$ cat config.mk
export PLATFORM = sky130hd
export DESIGN_NAME = ascii_cmd_parser_flat
export DESIGN_NICKNAME = d
export VERILOG_FILES = /design/src/rtl/ascii_cmd_parser_pkg.sv /design/src/rtl/ascii_cmd_parser_if.sv /design/src/rtl/ascii_cmd_parser_rx_idle_timer.sv /design/src/rtl/ascii_cmd_parser.sv /design/src/flat_wrapper.sv
export SDC_FILE = /design/constraint.sdc
export NUM_CORES = 1
export LEC_CHECK = 0
export BUFFER_PORTS_ARGS = -buffer_cell sky130_fd_sc_hd__buf_2
export CAP_MARGIN = 25
export CORE_ASPECT_RATIO = 1.2
export CORE_MARGIN = 2
export CORE_UTILIZATION = 55
export DETAILED_ROUTE_END_ITERATION = 16
export GPL_ROUTABILITY_DRIVEN = 0
export PLACE_DENSITY_LB_ADDON = 0.08
export SYNTH_ARGS = -nofsm -noshare
export SYNTH_HDL_FRONTEND = slang
export SYNTH_SLANG_ARGS = --single-unit
$ cat constraint.sdc
create_clock -name iClk -period 3.5 [get_ports iClk]
set_input_delay 0.525 -clock iClk [delete_from_list [all_inputs] [get_ports iClk]]
set_output_delay 0.525 -clock iClk [all_outputs]
set_load 0.01 [all_outputs]
$ cat src/rtl/ascii_cmd_parser_pkg.sv
// ascii_cmd_parser_pkg
// Shared definitions for the ASCII command path. The UART response sender
// uses the same command codes, mode encodings and ASCII constants.
//   - cmd_code_e     : decoded command identifiers
//   - ERR_*          : error codes reported with the error pulse
//   - MODE_*         : operating-mode encodings (W/S/H/D)
//   - ASCII_*        : characters recognised by the grammar
//   - parse_state_e  : line parser FSM states
//   - foldCase/isTerm/isDigit : character helpers
package ascii_cmd_parser_pkg;

  typedef enum logic [2:0] {
    CMD_QRY_TIME  = 3'd0,
    CMD_QRY_STATE = 3'd1,
    CMD_QRY_SR04  = 3'd2,
    CMD_QRY_DHT11 = 3'd3,
    CMD_SET_TIME  = 3'd4,
    CMD_SET_MODE  = 3'd5
  } cmd_code_e;

  localparam logic [1:0] ERR_SYNTAX  = 2'd1;
  localparam logic [1:0] ERR_TIMEOUT = 2'd2;
  localparam logic [1:0] ERR_OVERRUN = 2'd3;

  localparam logic [1:0] MODE_W = 2'd0;
  localparam logic [1:0] MODE_S = 2'd1;
  localparam logic [1:0] MODE_H = 2'd2;
  localparam logic [1:0] MODE_D = 2'd3;

  localparam logic [7:0] ASCII_0     = 8'h30;
  localparam logic [7:0] ASCII_9     = 8'h39;
  localparam logic [7:0] ASCII_COLON = 8'h3A;
  localparam logic [7:0] ASCII_CR    = 8'h0D;
  localparam logic [7:0] ASCII_LF    = 8'h0A;
  localparam logic [7:0] ASCII_T     = 8'h54;
  localparam logic [7:0] ASCII_S     = 8'h53;
  localparam logic [7:0] ASCII_U     = 8'h55;
  localparam logic [7:0] ASCII_D     = 8'h44;
  localparam logic [7:0] ASCII_M     = 8'h4D;
  localparam logic [7:0] ASCII_W     = 8'h57;
  localparam logic [7:0] ASCII_H     = 8'h48;

  typedef enum logic [2:0] {
    ST_IDLE       = 3'd0,
    ST_GOT_T      = 3'd1,
    ST_TIME_FIELD = 3'd2,
    ST_MODE_ARG   = 3'd3,
    ST_WAIT_EOL   = 3'd4,
    ST_FLUSH      = 3'd5
  } parse_state_e;

  // Lower-case letters are folded to upper case so the grammar is case-insensitive.
  function automatic logic [7:0] foldCase(input logic [7:0] c);
    return (c >= 8'h61 && c <= 8'h7A) ? (c - 8'h20) : c;
  endfunction

  function automatic logic isTerm(input logic [7:0] c);
    return (c == ASCII_CR) || (c == ASCII_LF);
  endfunction

  function automatic logic isDigit(input logic [7:0] c);
    return (c >= ASCII_0) && (c <= ASCII_9);
  endfunction

endpackage

$ cat src/rtl/ascii_cmd_parser_if.sv
// ascii_cmd_parser_if
// Groups the byte stream from the UART RX core and the command/error outputs
// towards the control unit.
//   slave  : the parser side (consumes bytes and ready, drives command/error)
//   master : the environment side (drives bytes and ready)
interface ascii_cmd_parser_if;
  logic [7:0]  i_rx_data;
  logic        i_rx_valid;
  logic        i_cmd_ready;
  logic        o_cmd_valid;
  logic [2:0]  o_cmd_code;
  logic [31:0] o_cmd_data;
  logic        o_err;
  logic [1:0]  o_err_code;
  logic        o_busy;

  modport slave (
    input  i_rx_data, i_rx_valid, i_cmd_ready,
    output o_cmd_valid, o_cmd_code, o_cmd_data, o_err, o_err_code, o_busy
  );

  modport master (
    output i_rx_data, i_rx_valid, i_cmd_ready,
    input  o_cmd_valid, o_cmd_code, o_cmd_data, o_err, o_err_code, o_busy
  );
endinterface

$ cat src/rtl/ascii_cmd_parser_rx_idle_timer.sv
// ascii_cmd_parser_rx_idle_timer
// Inter-byte idle counter. Counts while enabled, restarts on clear, and
// pulses tick_o in the cycle the count reaches P_TIMEOUT_CYC-1.
//   iClk, iRstn : clock, asynchronous active-low reset
//   clear_i     : restart the count from zero
//   enable_i    : count this cycle
//   tick_o      : terminal-count pulse
module ascii_cmd_parser_rx_idle_timer #(
  parameter int P_TIMEOUT_CYC = 10_000_000
) (
  input  logic iClk,
  input  logic iRstn,
  input  logic clear_i,
  input  logic enable_i,
  output logic tick_o
);

  localparam int W = (P_TIMEOUT_CYC > 2) ? $clog2(P_TIMEOUT_CYC) : 1;
  localparam logic [W-1:0] TERMINAL = W'(P_TIMEOUT_CYC - 1);

  logic [W-1:0] count_q;

  assign tick_o = enable_i && !clear_i && (count_q == TERMINAL);

  // The count wraps to zero on the terminal tick so a stuck enable cannot
  // overflow.
  always_ff @(posedge iClk or negedge iRstn) begin
    if (!iRstn) begin
      count_q <= '0;
    end else if (clear_i || tick_o) begin
      count_q <= '0;
    end else if (enable_i) begin
      count_q <= count_q + 1'b1;
    end
  end

endmodule

$ cat src/rtl/ascii_cmd_parser.sv
// ascii_cmd_parser
// Parses CR/LF-terminated ASCII command lines from the UART RX byte stream
// and presents one decoded command per valid line with a valid/ready hold.
//   iClk, iRstn : clock, asynchronous active-low reset
//   bus (slave) : i_rx_data/i_rx_valid byte stream, i_cmd_ready accept,
//                 o_cmd_valid/o_cmd_code/o_cmd_data command, o_err/o_err_code
//                 error pulse, o_busy (parser is mid-line)
module ascii_cmd_parser
  import ascii_cmd_parser_pkg::*;
#(
  parameter int P_TIMEOUT_CYC = 10_000_000
) (
  input  logic                iClk,
  input  logic                iRstn,
  ascii_cmd_parser_if.slave   bus
);

  parse_state_e state_q;
  logic [3:0]   idx_q;
  cmd_code_e    lineCode_q;
  logic [31:0]  lineData_q;

  logic         cmdValid_q;
  logic [2:0]   cmdCode_q;
  logic [31:0]  cmdData_q;
  logic         err_q;
  logic [1:0]   errCode_q;

  logic [7:0]   rxChar;
  logic         timeoutTick;
  logic         colonSlot;
  logic         lineDone;
  cmd_code_e    doneCode;
  logic [31:0]  doneData;

  assign rxChar    = foldCase(bus.i_rx_data);
  assign colonSlot = (idx_q == 4'd2) || (idx_q == 4'd5) || (idx_q == 4'd8);

  ascii_cmd_parser_rx_idle_timer #(
    .P_TIMEOUT_CYC(P_TIMEOUT_CYC)
  ) u_rx_idle_timer (
    .iClk     (iClk),
    .iRstn    (iRstn),
    .clear_i  (bus.i_rx_valid || (state_q == ST_IDLE)),
    .enable_i (state_q != ST_IDLE),
    .tick_o   (timeoutTick)
  );

  // A line completes on a terminator after a bare "T" or after a fully
  // parsed command. Query payloads are prepared when the line buffer is loaded.
  always_comb begin
    lineDone = 1'b0;
    doneCode = lineCode_q;
    doneData = lineData_q;
    if (bus.i_rx_valid && isTerm(rxChar)) begin
      if (state_q == ST_GOT_T) begin
        lineDone = 1'b1;
        doneCode = CMD_QRY_TIME;
        doneData = '0;
      end else if (state_q == ST_WAIT_EOL) begin
        lineDone = 1'b1;
      end
    end
  end

  // Parser FSM, line buffer and registered command/error outputs. A pending
  // command is only replaced once accepted; an accept in the completion cycle
  // frees the slot. A terminator that itself breaks the grammar ends the line
  // with a syntax error instead of waiting in FLUSH for another terminator.
  always_ff @(posedge iClk or negedge iRstn) begin
    if (!iRstn) begin
      state_q    <= ST_IDLE;
      idx_q      <= '0;
      lineCode_q <= CMD_QRY_TIME;
      lineData_q <= '0;
      cmdValid_q <= 1'b0;
      cmdCode_q  <= '0;
      cmdData_q  <= '0;
      err_q      <= 1'b0;
      errCode_q  <= '0;
    end else begin
      err_q <= 1'b0;
      if (cmdValid_q && bus.i_cmd_ready) begin
        cmdValid_q <= 1'b0;
      end
      if (lineDone) begin
        if (!cmdValid_q || bus.i_cmd_ready) begin
          cmdValid_q <= 1'b1;
          cmdCode_q  <= doneCode;
          cmdData_q  <= doneData;
        end else begin
          err_q     <= 1'b1;
          errCode_q <= ERR_OVERRUN;
        end
      end
      if (timeoutTick) begin
        state_q   <= ST_IDLE;
        err_q     <= 1'b1;
        errCode_q <= ERR_TIMEOUT;
      end else if (bus.i_rx_valid) begin
        unique case (state_q)
          ST_IDLE: begin
            if (isTerm(rxChar)) begin
              state_q <= ST_IDLE;
            end else if (rxChar == ASCII_T) begin
              lineData_q <= '0;
              state_q    <= ST_GOT_T;
            end else if (rxChar == ASCII_S) begin
              lineCode_q <= CMD_QRY_STATE;
              lineData_q <= 32'd1;
              state_q    <= ST_WAIT_EOL;
            end else if (rxChar == ASCII_U) begin
              lineCode_q <= CMD_QRY_SR04;
              lineData_q <= 32'd2;
              state_q    <= ST_WAIT_EOL;
            end else if (rxChar == ASCII_D) begin
              lineCode_q <= CMD_QRY_DHT11;
              lineData_q <= 32'd3;
              state_q    <= ST_WAIT_EOL;
            end else if (rxChar == ASCII_M) begin
              state_q <= ST_MODE_ARG;
            end else begin
              state_q <= ST_FLUSH;
            end
          end
          ST_GOT_T: begin
            if (isTerm(rxChar)) begin
              state_q <= ST_IDLE;
            end else if (isDigit(rxChar)) begin
              lineData_q <= {lineData_q[27:0], rxChar[3:0]};
              idx_q      <= 4'd1;
              state_q    <= ST_TIME_FIELD;
            end else begin
              state_q <= ST_FLUSH;
            end
          end
          ST_TIME_FIELD: begin
            if (colonSlot ? (rxChar == ASCII_COLON) : isDigit(rxChar)) begin
              if (!colonSlot) begin
                lineData_q <= {lineData_q[27:0], rxChar[3:0]};
              end
              if (idx_q == 4'd10) begin
                lineCode_q <= CMD_SET_TIME;
                state_q    <= ST_WAIT_EOL;
              end else begin
                idx_q <= idx_q + 4'd1;
              end
            end else if (isTerm(rxChar)) begin
              err_q     <= 1'b1;
              errCode_q <= ERR_SYNTAX;
              state_q   <= ST_IDLE;
            end else begin
              state_q <= ST_FLUSH;
            end
          end
          ST_MODE_ARG: begin
            lineCode_q <= CMD_SET_MODE;
            state_q    <= ST_WAIT_EOL;
            if (rxChar == ASCII_W) begin
              lineData_q <= {30'd0, MODE_W};
            end else if (rxChar == ASCII_S) begin
              lineData_q <= {30'd0, MODE_S};
            end else if (rxChar == ASCII_H) begin
              lineData_q <= {30'd0, MODE_H};
            end else if (rxChar == ASCII_D) begin
              lineData_q <= {30'd0, MODE_D};
            end else if (isTerm(rxChar)) begin
              err_q     <= 1'b1;
              errCode_q <= ERR_SYNTAX;
              state_q   <= ST_IDLE;
            end else begin
              state_q <= ST_FLUSH;
            end
          end
          ST_WAIT_EOL: begin
            state_q <= isTerm(rxChar) ? ST_IDLE : ST_FLUSH;
          end
          ST_FLUSH: begin
            if (isTerm(rxChar)) begin
              err_q     <= 1'b1;
              errCode_q <= ERR_SYNTAX;
              state_q   <= ST_IDLE;
            end
          end
          default: state_q <= ST_IDLE;
        endcase
      end
    end
  end

  assign bus.o_cmd_valid = cmdValid_q;
  assign bus.o_cmd_code  = cmdCode_q;
  assign bus.o_cmd_data  = cmdData_q;
  assign bus.o_err       = err_q;
  assign bus.o_err_code  = errCode_q;
  assign bus.o_busy      = (state_q != ST_IDLE);

endmodule

$ cat src/flat_wrapper.sv
// flat-port wrapper written by rule: the top's interface ports become plain ports
module ascii_cmd_parser_flat import ascii_cmd_parser_pkg::*;
#(
  parameter int P_TIMEOUT_CYC = 10_000_000
)
  (iClk, iRstn, bus_i_rx_data, bus_i_rx_valid, bus_i_cmd_ready, bus_o_cmd_valid, bus_o_cmd_code, bus_o_cmd_data, bus_o_err, bus_o_err_code, bus_o_busy);
  ascii_cmd_parser_if bus_i ();
  input  logic iClk;
  input  logic iRstn;
  input wire logic [$bits(bus_i.i_rx_data)-1:0] bus_i_rx_data;
  input wire logic [$bits(bus_i.i_rx_valid)-1:0] bus_i_rx_valid;
  input wire logic [$bits(bus_i.i_cmd_ready)-1:0] bus_i_cmd_ready;
  output wire logic [$bits(bus_i.o_cmd_valid)-1:0] bus_o_cmd_valid;
  output wire logic [$bits(bus_i.o_cmd_code)-1:0] bus_o_cmd_code;
  output wire logic [$bits(bus_i.o_cmd_data)-1:0] bus_o_cmd_data;
  output wire logic [$bits(bus_i.o_err)-1:0] bus_o_err;
  output wire logic [$bits(bus_i.o_err_code)-1:0] bus_o_err_code;
  output wire logic [$bits(bus_i.o_busy)-1:0] bus_o_busy;
  assign bus_i.i_rx_data = bus_i_rx_data;
  assign bus_i.i_rx_valid = bus_i_rx_valid;
  assign bus_i.i_cmd_ready = bus_i_cmd_ready;
  assign bus_o_cmd_valid = bus_i.o_cmd_valid;
  assign bus_o_cmd_code = bus_i.o_cmd_code;
  assign bus_o_cmd_data = bus_i.o_cmd_data;
  assign bus_o_err = bus_i.o_err;
  assign bus_o_err_code = bus_i.o_err_code;
  assign bus_o_busy = bus_i.o_busy;
  ascii_cmd_parser #(.P_TIMEOUT_CYC(P_TIMEOUT_CYC)) u_core (.iClk(iClk), .iRstn(iRstn), .bus(bus_i));
endmodule
==> run summary <==
The die outline width is 93.2 um. The critical path is of the register to register type. The number of synthesized flops with an enable pin is 0. The core outline area came out at 0.00942 mm^2.

The initial cell density of the core is 55.7%. Detailed placement ended at an HPWL of 7.04 mm. The number of hold violations in the final report is 0. The arrival time at the worst endpoint came out at 2750 ps. The quantity of gates resized following cts came out at 0. The number of diodes came out at 0. Leaving out fill and tap cells, the most frequent cells in the layout are sky130_fd_sc_hd__dfrtp_1 (105), sky130_fd_sc_hd__nand2_1 (58), sky130_fd_sc_hd__buf_2 (50), sky130_fd_sc_hd__nor2_1 (45), sky130_fd_sc_hd__inv_1 (44). The highest cell delay on the worst timing path is 500 ps.

In the final timing run, aggregate negative setup slack is 0 ps. Setup repair after global routing left no endpoint under its margin. The largest fanout of any net on the critical path is 6. For the final database, setup skew stands at 14.0 ps. The path class of the tightest hold or removal check is input pin to async pin.

The initial antenna violation count is 0. On the critical path the largest part of the delay comes from compound AO/OA/AOI/OAI gates. Among all stages on the critical path, the largest delay is contributed by sky130_fd_sc_hd__a2111o_1. The post-route antenna net violation count is 0. The detailed-routed wire length on met2 is 5.14 mm. The number of top-level pins is 52.

The number of buffers between clock root and the deepest sink came out at 2. Entering global routing, the biggest net connects 81 pins. The count of input and output buffers came out at 51. The number of buffers and inverters on the critical path is 1. The number of global-route vias before repair is 3848. The most used flip-flop cell after synthesis is sky130_fd_sc_hd__dfrtp_1. The H-tree level count came out at 3. The final count of pins violating max slew was 0. In this run the power density over the cells is 558 mW/mm^2.

The total die area is 0.0103 mm^2. The iteration-0 DRC count of the detailed router is 143. The critical path endpoint category is a register. For the pin with the worst max-slew slack, the measured transition is 806 ps. The routed design could run at a clock period as short as 2540 ps. After synthesis the netlist holds a flip-flop and latch count of 105.

A synthesized cell averages 10.1 um^2. Summed over all layers, the global routing overflow is 0. STA puts the critical path data required time at 3710 ps. The net count of the finished layout is 583. Row generation in the floorplan step produced 39 rows. After synthesis, the largest area contributor takes up 50.1% of total cell area. Synthesis handed over a netlist of 519 instances. The via-per-instance ratio came out at 5.65. After clock tree synthesis, the flow added hold-fix buffers numbering 0. The number of detailed-routing iterations run before antenna repair came out at 4. The insertion delay to the later sink of the worst-skew pair came out at 340 ps.

For this run, design rule violations remaining after detail routing come to 0. The via total after detailed routing came out at 3909. The global-route total usage across every layer came out at 21.7%. The vertical extent of the die is 111 um. The highest clock frequency the design can meet is 394 MHz. The top cell type by total area after synthesis is sky130_fd_sc_hd__dfrtp_1. The detailed-route wire length is 10.6 mm.

The layout has 828 filler cells. The flow ran to the end, and the final reports show no timing, DRC or antenna violations. In the post-synthesis netlist, the biggest area contributors are sky130_fd_sc_hd__dfrtp_1 (50%), sky130_fd_sc_hd__mux2i_1 (7.1%), sky130_fd_sc_hd__a22o_1 (5.0%). The top layer used by detailed routing is met4. The worst setup path is launched from a register. The area growth from synthesis to layout is 12.0%. The detail-routed net length per standard cell is 15.3 um. The count of cell types in the netlist is 63. The async set-or-reset flop fraction in the synthesized netlist is 100%.

The final setup violation count came out at 0. The worst voltage drop across the vdd grid is 278 uV. The final critical-path setup slack came out at 960 ps.

Yosys printed 0 warnings. Clock tree synthesis selected as its root buffer the cell sky130_fd_sc_hd__clkbuf_16. The leakage dissipation came out at 2.93 nW.

TritonCTS built the clock tree. Buffers inserted during clock tree synthesis total 9. The final critical path takes up 72.6% of the cycle. The library cell used most frequently in the layout, excluding fill and tap cells, is sky130_fd_sc_hd__dfrtp_1. The clock-pin slew on the worst setup and hold paths is 70 ps. The worst slew margin relative to its limit is 46.1%.

After synthesis the cells add up to 0.00525 mm^2. The max-cap check violation count came out at 0. The worst-case setup slack after placement came out at 729 ps.

The clock sink count came out at 105. The buffer count from post-CTS setup fixing is 0. When the netlist entered floorplanning its net count stood at 538.

The met3 wirelength from detailed routing is 375 um. The post-synthesis sequential area ratio is 50.1%. Traced cell by cell, the critical path runs through inv_1 -> ha_1 -> mux2i_1 -> o21a_1 -> mux2i_2 -> o211ai_1 -> a2111o_1 -> mux2_1. In the final routing, the length of wire on met1 measures 4.90 mm. The first global-routing pass estimated 18.2 mm of wire. In the final layout, the share of cells above drive strength 1 is 14.8%.
## sequential cells by signal (all words and copies together), names as in the netlist
| name | cells |
|---|---|
| u_core.idx_q | 4 |
| u_core.lineData_q | 32 |
| u_core.bus.o_cmd_data | 32 |
| u_core.u_rx_idle_timer.count_q | 24 |
| u_core.bus.o_err | 1 |
| u_core.lineCode_q | 3 |
| u_core.bus.o_err_code | 2 |
| u_core.bus.o_cmd_valid | 1 |
| u_core.bus.o_cmd_code | 3 |
| u_core.state_q | 3 |
## worst register-to-register path, stage by stage, from the launching register on
cell and delay, ps:
sky130_fd_sc_hd__dfrtp_1 430, sky130_fd_sc_hd__inv_1 80, sky130_fd_sc_hd__ha_1 210, sky130_fd_sc_hd__mux2i_1 180, sky130_fd_sc_hd__o21a_1 200, sky130_fd_sc_hd__mux2i_2 320, sky130_fd_sc_hd__o211ai_1 170, sky130_fd_sc_hd__a2111o_1 500
sky130_fd_sc_hd__mux2_1 330
## synth_stat cells, drive strengths merged, types with 4 or more instances
cell	number
buf	19
xnor2	10
nor3b	4
a31oi	5
nand2	58
nor2	45
nand2b	4
dfrtp	105
a21oi	6
mux2	4
o21ai	17
nand4	5
mux2i	38
a22o	30
o21a	4
inv	44
ha	7
o211ai	4
nand3b	7
clkbuf	9
xor2	14
nor3	14
nand3	21
## layer usage
layer,GRT usage [%],vias up
met4,7.25,0
met3,3.67,11
met5,0,-
met1,29.4,1928
li1,-,1884
met2,35.4,86
## where the power goes
group | internal [mW] | switching [mW] | total (mW)
Clock | 0.487 | 0.441 | 0.928
Combinational | 0.313 | 0.433 | 0.746
Sequential | 1.42 | 0.187 | 1.61
## area by class of cell
type	count	area [um^2]	share of cell area (%)
Clock buffer	11	233	3.96
Clock inverter	5	40.0	0.681
Inverter	44	165	2.81
Multi-Input combinational cell	342	2300	39.1
Sequential cell	105	2630	44.7
Tap cell	123	154	2.62
Timing Repair Buffer	62	360	6.13
## path summary, 6_finish.rpt
path / from / slack, ps / cells after the start / endpoint
worst max-delay path: u_core.idx_q[0]$_DFFE_PN0P_ / 960 / 8 / u_core.lineCode_q[0]$_DFFE_PN0P_
worst min-delay path: iRstn / 50 / 1 / u_core.bus.o_cmd_data[8]$_DFFE_PN0P_
worst max register to register: u_core.idx_q[0]$_DFFE_PN0P_ / 960 / 8 / u_core.lineCode_q[0]$_DFFE_PN0P_
worst min register to register: u_core.lineCode_q[0]$_DFFE_PN0P_ / 490 / 1 / u_core.lineCode_q[0]$_DFFE_PN0P_
max in group asynchronous: iRstn / 2660 / 3 / u_core.idx_q[3]$_DFFE_PN0P_
min in group iClk: u_core.lineCode_q[0]$_DFFE_PN0P_ / 490 / 1 / u_core.lineCode_q[0]$_DFFE_PN0P_
## stage by stage
step	instances	utilization, %	hold WS (ps)	area [um^2]	total power, mW
5_1_grt	692	62.4	52.9	5880	3.48
4_1_cts	691	62.1	383	5850	3.31
3_5_place_dp	675	59.3	481	5580	2.38
6_report	692	62.4	50.5	5880	3.28
2_1_floorplan	519	-	229	5250	2.10
3_3_place_gp	675	59.3	475	5580	2.35
## cell families (layout without fill, tap and decap cells)
family	after synthesis	after routing	synth area share (%)
flip-flops	105	105	50.1
XOR/XNOR	24	24	4.00
buffers and inverters	72	122	6.17
AND/OR/NAND/NOR	184	184	17.6
AO/OA/AOI/OAI	85	85	12.3
adder cells (fa/ha/maj)	7	7	1.67
multiplexers	42	42	8.18
Note: power is estimated with default switching activity, not from simulation.
